<file path="config.mk">
export PLATFORM = sky130hd
export DESIGN_NAME = ps2_receiver
export DESIGN_NICKNAME = d
export VERILOG_FILES = /design/src/rtl/ps2_pkg.sv /design/src/rtl/ps2_input_filter.sv /design/src/rtl/ps2_receiver.sv
export SDC_FILE = /design/constraint.sdc
export NUM_CORES = 1
export LEC_CHECK = 0
export ABC_AREA = 1
export CORE_MARGIN = 1
export CORE_UTILIZATION = 60
export DETAILED_ROUTE_END_ITERATION = 8
export DONT_BUFFER_PORTS = 1
export PLACE_DENSITY = 0.76
export SETUP_SLACK_MARGIN = 0.5
export SLEW_MARGIN = 20
export SYNTH_ARGS = -nofsm -noshare
export SYNTH_HDL_FRONTEND = slang
export SYNTH_SLANG_ARGS = --single-unit
</file>
<file path="constraint.sdc">
create_clock -name inCLK_50MHZ -period 3 [get_ports inCLK_50MHZ]
set_input_delay 0.45 -clock inCLK_50MHZ [delete_from_list [all_inputs] [get_ports inCLK_50MHZ]]
set_output_delay 0.45 -clock inCLK_50MHZ [all_outputs]
set_load 0.005 [all_outputs]
</file>
<file path="src/rtl/ps2_pkg.sv">
// Shared definitions for the PS/2 keyboard receiver: frame FSM states,
// scan-code prefixes, queued entry layout and the frame parity check.
`timescale 1ns/1ps

package ps2_pkg;

    typedef enum logic [1:0] {
        ST_IDLE   = 2'd0,
        ST_DATA   = 2'd1,
        ST_PARITY = 2'd2,
        ST_STOP   = 2'd3
    } ps2_state_t;

    localparam logic [7:0] PREFIX_EXT = 8'hE0;
    localparam logic [7:0] PREFIX_BRK = 8'hF0;

    // Entry layout: {ext, brk, code[7:0]}
    localparam int ENTRY_W = 10;
    typedef logic [ENTRY_W-1:0] ps2_entry_t;

    // PS/2 uses odd parity: data bits plus parity bit hold an odd number of ones.
    function automatic logic parityOk(input logic [7:0] data, input logic par);
        return ^{data, par};
    endfunction

endpackage

</file>
<file path="src/rtl/ps2_input_filter.sv">
// Input conditioning for the PS/2 lines: two-flop synchronizers, a glitch
// filter on the keyboard clock and a single-cycle strobe on each filtered
// falling edge, with the data line captured alongside it.
`timescale 1ns/1ps

module ps2_input_filter
    import ps2_pkg::*;
#(
    parameter int FILTER_LEN = 4
) (
    input  logic clk_i,
    input  logic rst_i,
    input  logic ps2Clk_i,
    input  logic ps2Data_i,
    output logic fall_o,
    output logic data_o
);

    localparam int CNT_W = (FILTER_LEN > 1) ? $clog2(FILTER_LEN + 1) : 1;

    logic [1:0]       clkSync_q;
    logic [1:0]       dataSync_q;
    logic             filtClk_q;
    logic [CNT_W-1:0] filtCnt_q;
    logic             fall_q;
    logic             data_q;

    // Synchronize both lines, then accept a new clock level only after it persists.
    always_ff @(posedge clk_i) begin
        if (rst_i) begin
            clkSync_q  <= 2'b11;
            dataSync_q <= 2'b11;
            filtClk_q  <= 1'b1;
            filtCnt_q  <= '0;
            fall_q     <= 1'b0;
            data_q     <= 1'b1;
        end else begin
            clkSync_q  <= {clkSync_q[0], ps2Clk_i};
            dataSync_q <= {dataSync_q[0], ps2Data_i};
            fall_q     <= 1'b0;
            if (clkSync_q[1] == filtClk_q) begin
                filtCnt_q <= '0;
            end else if (filtCnt_q == CNT_W'(FILTER_LEN - 1)) begin
                filtClk_q <= clkSync_q[1];
                filtCnt_q <= '0;
                if (!clkSync_q[1]) begin
                    fall_q <= 1'b1;
                    data_q <= dataSync_q[1];
                end
            end else begin
                filtCnt_q <= filtCnt_q + CNT_W'(1);
            end
        end
    end

    assign fall_o = fall_q;
    assign data_o = data_q;

endmodule

</file>
<file path="src/rtl/ps2_receiver.sv">
// PS/2 keyboard receiver: decodes 11-bit frames, folds E0/F0 prefixes into
// flags on the following code and queues {ext, brk, code} entries in a small
// FIFO with a valid/ready interface to the consumer.
`timescale 1ns/1ps

module ps2_receiver
    import ps2_pkg::*;
#(
    parameter int FILTER_LEN  = 4,
    parameter int TIMEOUT_CYC = 50000,
    parameter int FIFO_DEPTH  = 4
) (
    input  logic       inCLK_50MHZ,
    input  logic       BTN_NORTH,
    input  logic       PS2_CLK,
    input  logic       PS2_DATA,
    output logic [7:0] code_out,
    output logic       break_out,
    output logic       ext_out,
    output logic       code_valid,
    input  logic       code_ready,
    output logic       frame_err,
    output logic       overflow
);

    localparam int PTR_W = (FIFO_DEPTH > 1) ? $clog2(FIFO_DEPTH) : 1;
    localparam int CNT_W = $clog2(FIFO_DEPTH + 1);
    localparam int TO_W  = $clog2(TIMEOUT_CYC + 1);

    logic fall;
    logic fallData;

    ps2_input_filter #(
        .FILTER_LEN (FILTER_LEN)
    ) u_filter (
        .clk_i     (inCLK_50MHZ),
        .rst_i     (BTN_NORTH),
        .ps2Clk_i  (PS2_CLK),
        .ps2Data_i (PS2_DATA),
        .fall_o    (fall),
        .data_o    (fallData)
    );

    ps2_state_t      state_q;
    logic [2:0]      bitCnt_q;
    logic [7:0]      shift_q;
    logic            parity_q;
    logic [TO_W-1:0] timeCnt_q;
    logic            extPend_q;
    logic            brkPend_q;
    logic            frameErr_q;

    ps2_entry_t       mem_q [FIFO_DEPTH];
    logic [PTR_W-1:0] wrPtr_q;
    logic [PTR_W-1:0] rdPtr_q;
    logic [CNT_W-1:0] count_q;
    logic             overflow_q;

    logic stopStrobe;
    logic frameGood;
    logic isPrefix;
    logic timeoutHit;
    logic pushEn;
    logic popEn;
    logic fifoFull;
    logic pushOk;

    // Frame-level decisions taken in the cycle of each fall strobe.
    always_comb begin
        stopStrobe = (state_q == ST_STOP) && fall;
        frameGood  = stopStrobe && parityOk(shift_q, parity_q) && fallData;
        isPrefix   = (shift_q == PREFIX_EXT) || (shift_q == PREFIX_BRK);
        timeoutHit = (state_q != ST_IDLE) && !fall &&
                     (timeCnt_q == TO_W'(TIMEOUT_CYC - 1));
        pushEn     = frameGood && !isPrefix;
        popEn      = (count_q != '0) && code_ready;
        fifoFull   = (count_q == CNT_W'(FIFO_DEPTH));
        pushOk     = pushEn && (!fifoFull || popEn);
    end

    // Frame FSM: start, eight data bits LSB first, parity, stop, plus timeout.
    always_ff @(posedge inCLK_50MHZ) begin
        if (BTN_NORTH) begin
            state_q    <= ST_IDLE;
            bitCnt_q   <= '0;
            shift_q    <= '0;
            parity_q   <= 1'b0;
            timeCnt_q  <= '0;
            extPend_q  <= 1'b0;
            brkPend_q  <= 1'b0;
            frameErr_q <= 1'b0;
        end else begin
            frameErr_q <= 1'b0;
            if (state_q == ST_IDLE || fall) begin
                timeCnt_q <= '0;
            end else begin
                timeCnt_q <= timeCnt_q + TO_W'(1);
            end
            if (timeoutHit) begin
                state_q    <= ST_IDLE;
                timeCnt_q  <= '0;
                frameErr_q <= 1'b1;
                extPend_q  <= 1'b0;
                brkPend_q  <= 1'b0;
            end else if (fall) begin
                case (state_q)
                    ST_IDLE: begin
                        if (!fallData) begin
                            state_q  <= ST_DATA;
                            bitCnt_q <= '0;
                        end
                    end
                    ST_DATA: begin
                        shift_q  <= {fallData, shift_q[7:1]};
                        bitCnt_q <= bitCnt_q + 3'd1;
                        if (bitCnt_q == 3'd7) begin
                            state_q <= ST_PARITY;
                        end
                    end
                    ST_PARITY: begin
                        parity_q <= fallData;
                        state_q  <= ST_STOP;
                    end
                    ST_STOP: begin
                        state_q <= ST_IDLE;
                        if (!frameGood) begin
                            frameErr_q <= 1'b1;
                            extPend_q  <= 1'b0;
                            brkPend_q  <= 1'b0;
                        end else if (shift_q == PREFIX_EXT) begin
                            extPend_q <= 1'b1;
                        end else if (shift_q == PREFIX_BRK) begin
                            brkPend_q <= 1'b1;
                        end else begin
                            extPend_q <= 1'b0;
                            brkPend_q <= 1'b0;
                        end
                    end
                    default: state_q <= ST_IDLE;
                endcase
            end
        end
    end

    // FIFO storage; contents need no reset because outputs are gated by valid.
    always_ff @(posedge inCLK_50MHZ) begin
        if (pushOk) begin
            mem_q[wrPtr_q] <= {extPend_q, brkPend_q, shift_q};
        end
    end

    // FIFO pointers, occupancy and the sticky overflow flag.
    always_ff @(posedge inCLK_50MHZ) begin
        if (BTN_NORTH) begin
            wrPtr_q    <= '0;
            rdPtr_q    <= '0;
            count_q    <= '0;
            overflow_q <= 1'b0;
        end else begin
            if (popEn) begin
                rdPtr_q <= rdPtr_q + PTR_W'(1);
            end
            if (pushOk) begin
                wrPtr_q <= wrPtr_q + PTR_W'(1);
            end else if (pushEn) begin
                overflow_q <= 1'b1;
            end
            if (pushOk && !popEn) begin
                count_q <= count_q + CNT_W'(1);
            end else if (!pushOk && popEn) begin
                count_q <= count_q - CNT_W'(1);
            end
        end
    end

    assign code_valid = (count_q != '0);
    assign code_out   = code_valid ? mem_q[rdPtr_q][7:0] : 8'h00;
    assign break_out  = code_valid ? mem_q[rdPtr_q][8]   : 1'b0;
    assign ext_out    = code_valid ? mem_q[rdPtr_q][9]   : 1'b0;
    assign frame_err  = frameErr_q;
    assign overflow   = overflow_q;

endmodule
</file>
# Yosys cells after proc, flatten, opt, wreduce, memory -nomap -nowiden
# Memory sizes are Yosys's and may differ from the RTL's. A register that Yosys moved wholly into a read port is not among the register bits.
# Cells that the tools add are included.
[totals]
out_inout_bits = 13
ram_bits = 40
ff_bits = 51
in_bits = 5
elab_cells = 107
n_memories = 1
[mem_list]
columns = ["name", "words", "width", "read_ports", "rd_clocked_by_memory_dff", "write_ports", "line", "source"]
rows = [
  ["mem_q", 4, 10, 1, 1, 1, "ps2_receiver.sv:53", "ps2_entry_t mem_q [FIFO_DEPTH];"],
]
[classes]
n_mux = 25
eq_ne = 14
reduce_logical = 37
n_addsub = 7
bitwise_logic = 5
[ops]
columns = ["operator", "count"]
rows = [
  ["$reduce_and 3->1", 6],
  ["$add 16x1->16 const B", 1],
  ["$eq 16x16->1 const B", 1],
  ["$eq 8x8->1 const B", 2],
  ["$mux 1", 15],
  ["$logic_and 1x1->1", 10],
  ["$add 3x1->3 const B", 3],
  ["$mux 3", 3],
  ["$reduce_or 3->1", 3],
  ["$reduce_xor 9->1", 1],
  ["$mux 2", 4],
  ["$mux 8", 1],
  ["$pmux 2 s4", 1],
  ["$eq 3x3->1 const B", 2],
  ["$ne 2x2->1 const B", 3],
  ["$pmux 3 s2", 1],
  ["$reduce_bool 2->1", 3],
  ["$logic_not 1->1", 5],
  ["$not 1->1", 5],
  ["$add 2x1->2 const B", 2],
  ["$eq 2x2->1 const B", 2],
  ["$reduce_and 2->1", 2],
  ["$reduce_and 4->1", 1],
  ["$eq 3x2->1 const B", 1],
  ["8 further kinds", 10],
]

# Depth between registers and ports, before layout
[logic_depth]
ltp_word = 10
ltp_mapped = 17
mapped_depth_nobuf = 17

# Hierarchy
# Synthesis repeated with hierarchy kept, for this count alone.
[hier_totals]
cells_unflattened = 459
area_unflattened_um2 = 4102.7
[by_module_without_submodules]
columns = ["mod", "area_per_inst_um2", "cells_per_inst", "n_inst", "seq_area_each_um2"]
rows = [
  ["ps2_receiver", 3757.4, 423, 1, 2062.0],
  ["ps2_input_filter", 345.3, 36, 1, 200.2],
]

# Worst setup path before layout
# No wires, ideal clock.
[synth_path]
path_kind = "register -> register"
from = "register shift_q[6]"
to = "register count_q[2]"
n_path_buf = 0
synth_period_minus_slack_ps = 2253
t_required_ps = 2878
setup_time_ps = 122
setup_slack_ps = 747
arrival_time_ps = 2131
stages_incl_launch_ff = 18
path_cell_list = "dfxtp_1 -> nand2_2 -> inv_1 -> nor2_2 -> nand2_1 -> nand2_1 -> nand2_2 -> nand2_2 -> nand2_4 -> nand4_2 -> nor2_4 -> ha_1 -> inv_1 -> fa_1 -> a21oi_1 -> o21ai_0 -> o21ai_0 -> a21oi_1"
[synth_via]
elab_chain_cells = 8
word_cells_on_any_way = 14
classes_between = "2 x eq/ne; 1 x mux; 11 x reduce/logical"
[synth_rtl]
columns = ["item", "line", "source"]
rows = [
  ["start, declared", "ps2_receiver.sv:46", "logic [7:0] shift_q;"],
  ["start signal, assigned", "ps2_receiver.sv:114", "shift_q <= {fallData, shift_q[7:1]};"],
  ["$eq 8x8->1 / $reduce_xor 9->1 (equally long branches)", "ps2_receiver.sv:72, ps2_pkg.sv:23", ""],
  ["$logic_or 1x1->1 / $logic_and 1x1->1 (equally long branches)", "ps2_receiver.sv:72, ps2_receiver.sv:71", ""],
  ["$logic_not 1->1 / $logic_and 1x1->1 (equally long branches)", "ps2_receiver.sv:75, ps2_receiver.sv:71", ""],
  ["$logic_and 1x1->1 (*)", "ps2_receiver.sv:75", "pushEn = frameGood && !isPrefix;"],
  ["$logic_and 1x1->1 (*)", "ps2_receiver.sv:78", "pushOk = pushEn && (!fifoFull || popEn);"],
  ["net pushOk", "ps2_receiver.sv:66", "logic pushOk;"],
  ["$logic_not 1->1", "ps2_receiver.sv:170", "end else if (!pushOk && popEn) begin"],
  ["$logic_and 1x1->1", "ps2_receiver.sv:170", ""],
  ["$reduce_bool 2->1 (no source line)", "--", ""],
  ["end signal, assigned", "ps2_receiver.sv:169", "count_q <= count_q + CNT_W'(1);"],
  ["end signal, assigned", "ps2_receiver.sv:171", "count_q <= count_q - CNT_W'(1);"],
  ["end, declared", "ps2_receiver.sv:56", "logic [CNT_W-1:0] count_q;"],
]
# The timed path passes the listed nets; every way through them passes the cells marked *.
# A chain may end at the register's enable or synchronous reset.

# Worst setup path in the final report
[layout_path]
from = "register shift_q[0]"
to = "register count_q[2]"
# Same word-level chain as after synthesis.

==> reports/metrics.yaml <==
setup_path:
  r2r_slack_ns: 0.65
  crit_fanout: 8
  crit_path_start_kind: "register"
  worstPathArrival_ns: 2.59
  r2r.worst_path.cells: 17
  cpMostUsedCell: "nand2_1"
  crit_path_cell_trace: "inv_1, nand2_1, nand2_1, nand2_1, nand2_1, nand2_2, nand2_2, nand2_4, nand4_2, nor2_4, ha_1, inv_1, fa_2, a21oi_2, o21ai_1, o21ai_0, a21oi_1"
  cp-end-kind: "register"
  cp-startpoint: "shift_q[0]"
  worstSetupPathType: "reg -> reg"
  cpMaxStageDelayCell: "dfxtp_2"
  rr_startpoint: "shift_q[0]"
  reg2reg_to: "count_q[2]"
  max_stage_delay_ns: 0.40
  critPathRequiredTime_ns: 3.24
  endpoint: "count_q[2]"
floorplanning:
  die_x_um: 84.6
  fp.dieArea_um2: 7160
  fp-row-count: 29
  die_h_um: 84.6
  start_util_pct: 63.4
  io_pins: 18
  core_um2: 6460
sta:
  slew_headroom_pct: 65.5
  setup-violations-final: 0
  fmax_ghz: 0.426
  grt_setup_unrepaired: "true"
  final.period_utilization_pct: 78.2
  finalHoldViolations: 0
  slew_viol_final: 0
  worst_slew_pin_slew_ns: 0.517
  clock_skew_ns: 0.0107
  min_period_ns: 2.35
  worst_hold_slack_ns: 0.159
  setup_tns_ns: 0
  layout_setup_ws_ns: 0.653
placement:
  placed_area_um2: 4200
  portBuffers: 0
  place_congestion: 0.844
  dp.cells: 530
  dp_slack_ns: 0.469
  place_hpwl_um: 4880
drt:
  routed_wirelength_um: 7170
  wl_per_cell_um: 13.1
  first_pass_iters: 9
  ant_nets: 0
  vias: 2892
  drc: 3
  drtIter0Drc: 195
  vias_per_cell: 5.29
yosys:
  synth_cell_types: 33
  synth_edf_count: 40
  synth_top_area_cell: "edfxtp_1"
  synth_area_per_cell_um2: 8.97
  synth_top_area_share_pct: 29.3
  syn_nets: 478
  ys_async_sr_fraction_pct: 0
  ys_ff_latch: 93
  syn_inst: 457
  ys_warn_count: 0
  synthTopCellsByArea: "edfxtp_1, dfxtp_1, nor2_1"
  synth_area_um2: 4100
  ys.flop_type: "dfxtp_1"
  synth-seq-area-share_pct: 55.2
layout:
  layout_common_cells: "nor2_1, nand2_1, inv_1"
  final_area_um2: 4440
  fin_nets: 486
  drive_above_1_share_pct: 13.4
  layout.cells.non_filler: 547
  num_antenna_cells: 0
  layout_commonest_cell: "nor2_1"
  area_growth_pct: 8.24
outcome:
  status: "finished with violations"
  violations: "design-rule violations"
global_route:
  grt_pass1_vias: 2789
  overflow: 0
  grt_max_degree: 21
  grt_usage_pct: 21.5
  antenna_found_initial: 0
  grt_pass1_wl_um: 12100
clocking:
  clockRootBuffer: "clkbuf_8"
  clockBufferDepth: 2
  ctsHoldBuffers: 0
  clk_pin_slew_worst_paths_ns: 0.09
  cts_tree: "yes"
  cts_sinks: 93
  htreeDepth: 3
  cts_buffers: 9
  clk_latency_ns: 0.35
run:
  cap_violations: 0
min_path:
  hold_path_class: "in -> reg"
  hp-start: "BTN_NORTH"
power:
  p_leak_nw: 1.79
  powerDensity_nw_per_um2: 592
  ir_drop_uv: 453
==> critical path, delay by kind of cell (launching register included) <==
family                   cells  cell delay (ns)
flip-flops                   1             0.40
AO/OA/AOI/OAI                4             0.42
AND/OR/NAND/NOR              9             0.73
adder cells (fa/ha/maj)      2             0.51
buffers and inverters        2             0.18
==> timing repair <==
action / in CTS / in global routing
gates resized for setup: 4 / 13
setup endpoints to repair: 1 / 5
pin swaps: 0 / 2
buffers inserted: 0 / 1
==> report_power, final <==
| group | internal [mW] | leakage, nW | switching, mW | total (mW) |
|---|---|---|---|---|
| sequential | 1.34 | 0.890 | 0.0339 | 1.37 |
| clock | 0.391 | 0.0895 | 0.429 | 0.821 |
| combinational | 0.142 | 0.809 | 0.288 | 0.430 |
| total | 1.87 | 1.79 | 0.751 | 2.62 |
==> cells in the mapped netlist, types with 2 or more instances <==
master and number:
nor3b_1 4, dfxtp_1 53, o21ai_0 39, xnor2_1 2, inv_2 2, nor3_1 8, nor4_1 3, nand2_2 8
nand2_1 59, nor2_2 6, nor2_4 2, edfxtp_1 40, nand3_1 8, a21oi_1 41, clkbuf_1 9, nand4_1 7
ha_1 15, inv_1 54, xor2_1 3, nor2_1 77, or2_2 5
==> metal layers <==
metal  up-vias  share of wire, %  wire length, um  track usage, %
met5         -                 0                0               0
met4         0               2.5              179            10.9
met3        14               3.2              233            3.24
met2        49                47             3400            37.0
met1      1307                47             3360            26.5
li1       1522                 -                -               -
==> worst min-delay path by stage <==
stage / cells past startpoint / slack [ns] / endpoint
final: 1 / 0.16 / overflow
after global routing: 1 / 0.14 / overflow
after CTS: 1 / 0.15 / overflow
after detailed placement: 1 / 0.40 / u_filter.clkSync_q[1]
after global placement: 1 / 0.40 / u_filter.dataSync_q[1]
after floorplan: 1 / 0.39 / u_filter.clkSync_q[1]
==> logic make-up (layout without fill, tap and decap cells) <==
kind of cell,Yosys count,count (layout),synth area share [%]
xor gates and xnor gates,5,5,1.07
AOI/OAI and AO/OA,83,83,10.4
DFF,93,93,55.2
adders and majority gates,16,16,5.07
and+or+nand+nor,193,193,22.0
buffers and inverters,67,80,6.23
==> through the flow <==
stage | total power, mW | util (%)
floorplan | 1.72 | -
CTS | 2.63 | 68.1
detailed placement | 1.82 | 65.0
finish | 2.62 | 68.7
global placement | 1.80 | 65.0
global route | 2.75 | 68.7
==> flip-flops by register name (all words and copies together) (netlist names), 2 cells and up, named ones only <==
signal,count
count_q,3
u_filter.filtCnt_q,3
timeCnt_q,16
state_q,2
wrPtr_q,2
u_filter.clkSync_q,2
u_filter.dataSync_q,2
mem_q,40
rdPtr_q,2
shift_q,8
bitCnt_q,3
==> area by class of cell <==
| type | count | area [um^2] |
|---|---|---|
| clock buffers | 10 | 128 |
| clock inverters | 6 | 70.1 |
| fillers | 512 | 2020 |
| inverters | 57 | 218 |
| multi-input cells | 297 | 1590 |
| flip-flops and latches | 93 | 2280 |
| well taps | 77 | 96.3 |
| repair buffers | 7 | 52.6 |
No activity file was read; power rests on OpenSTA's default activity.
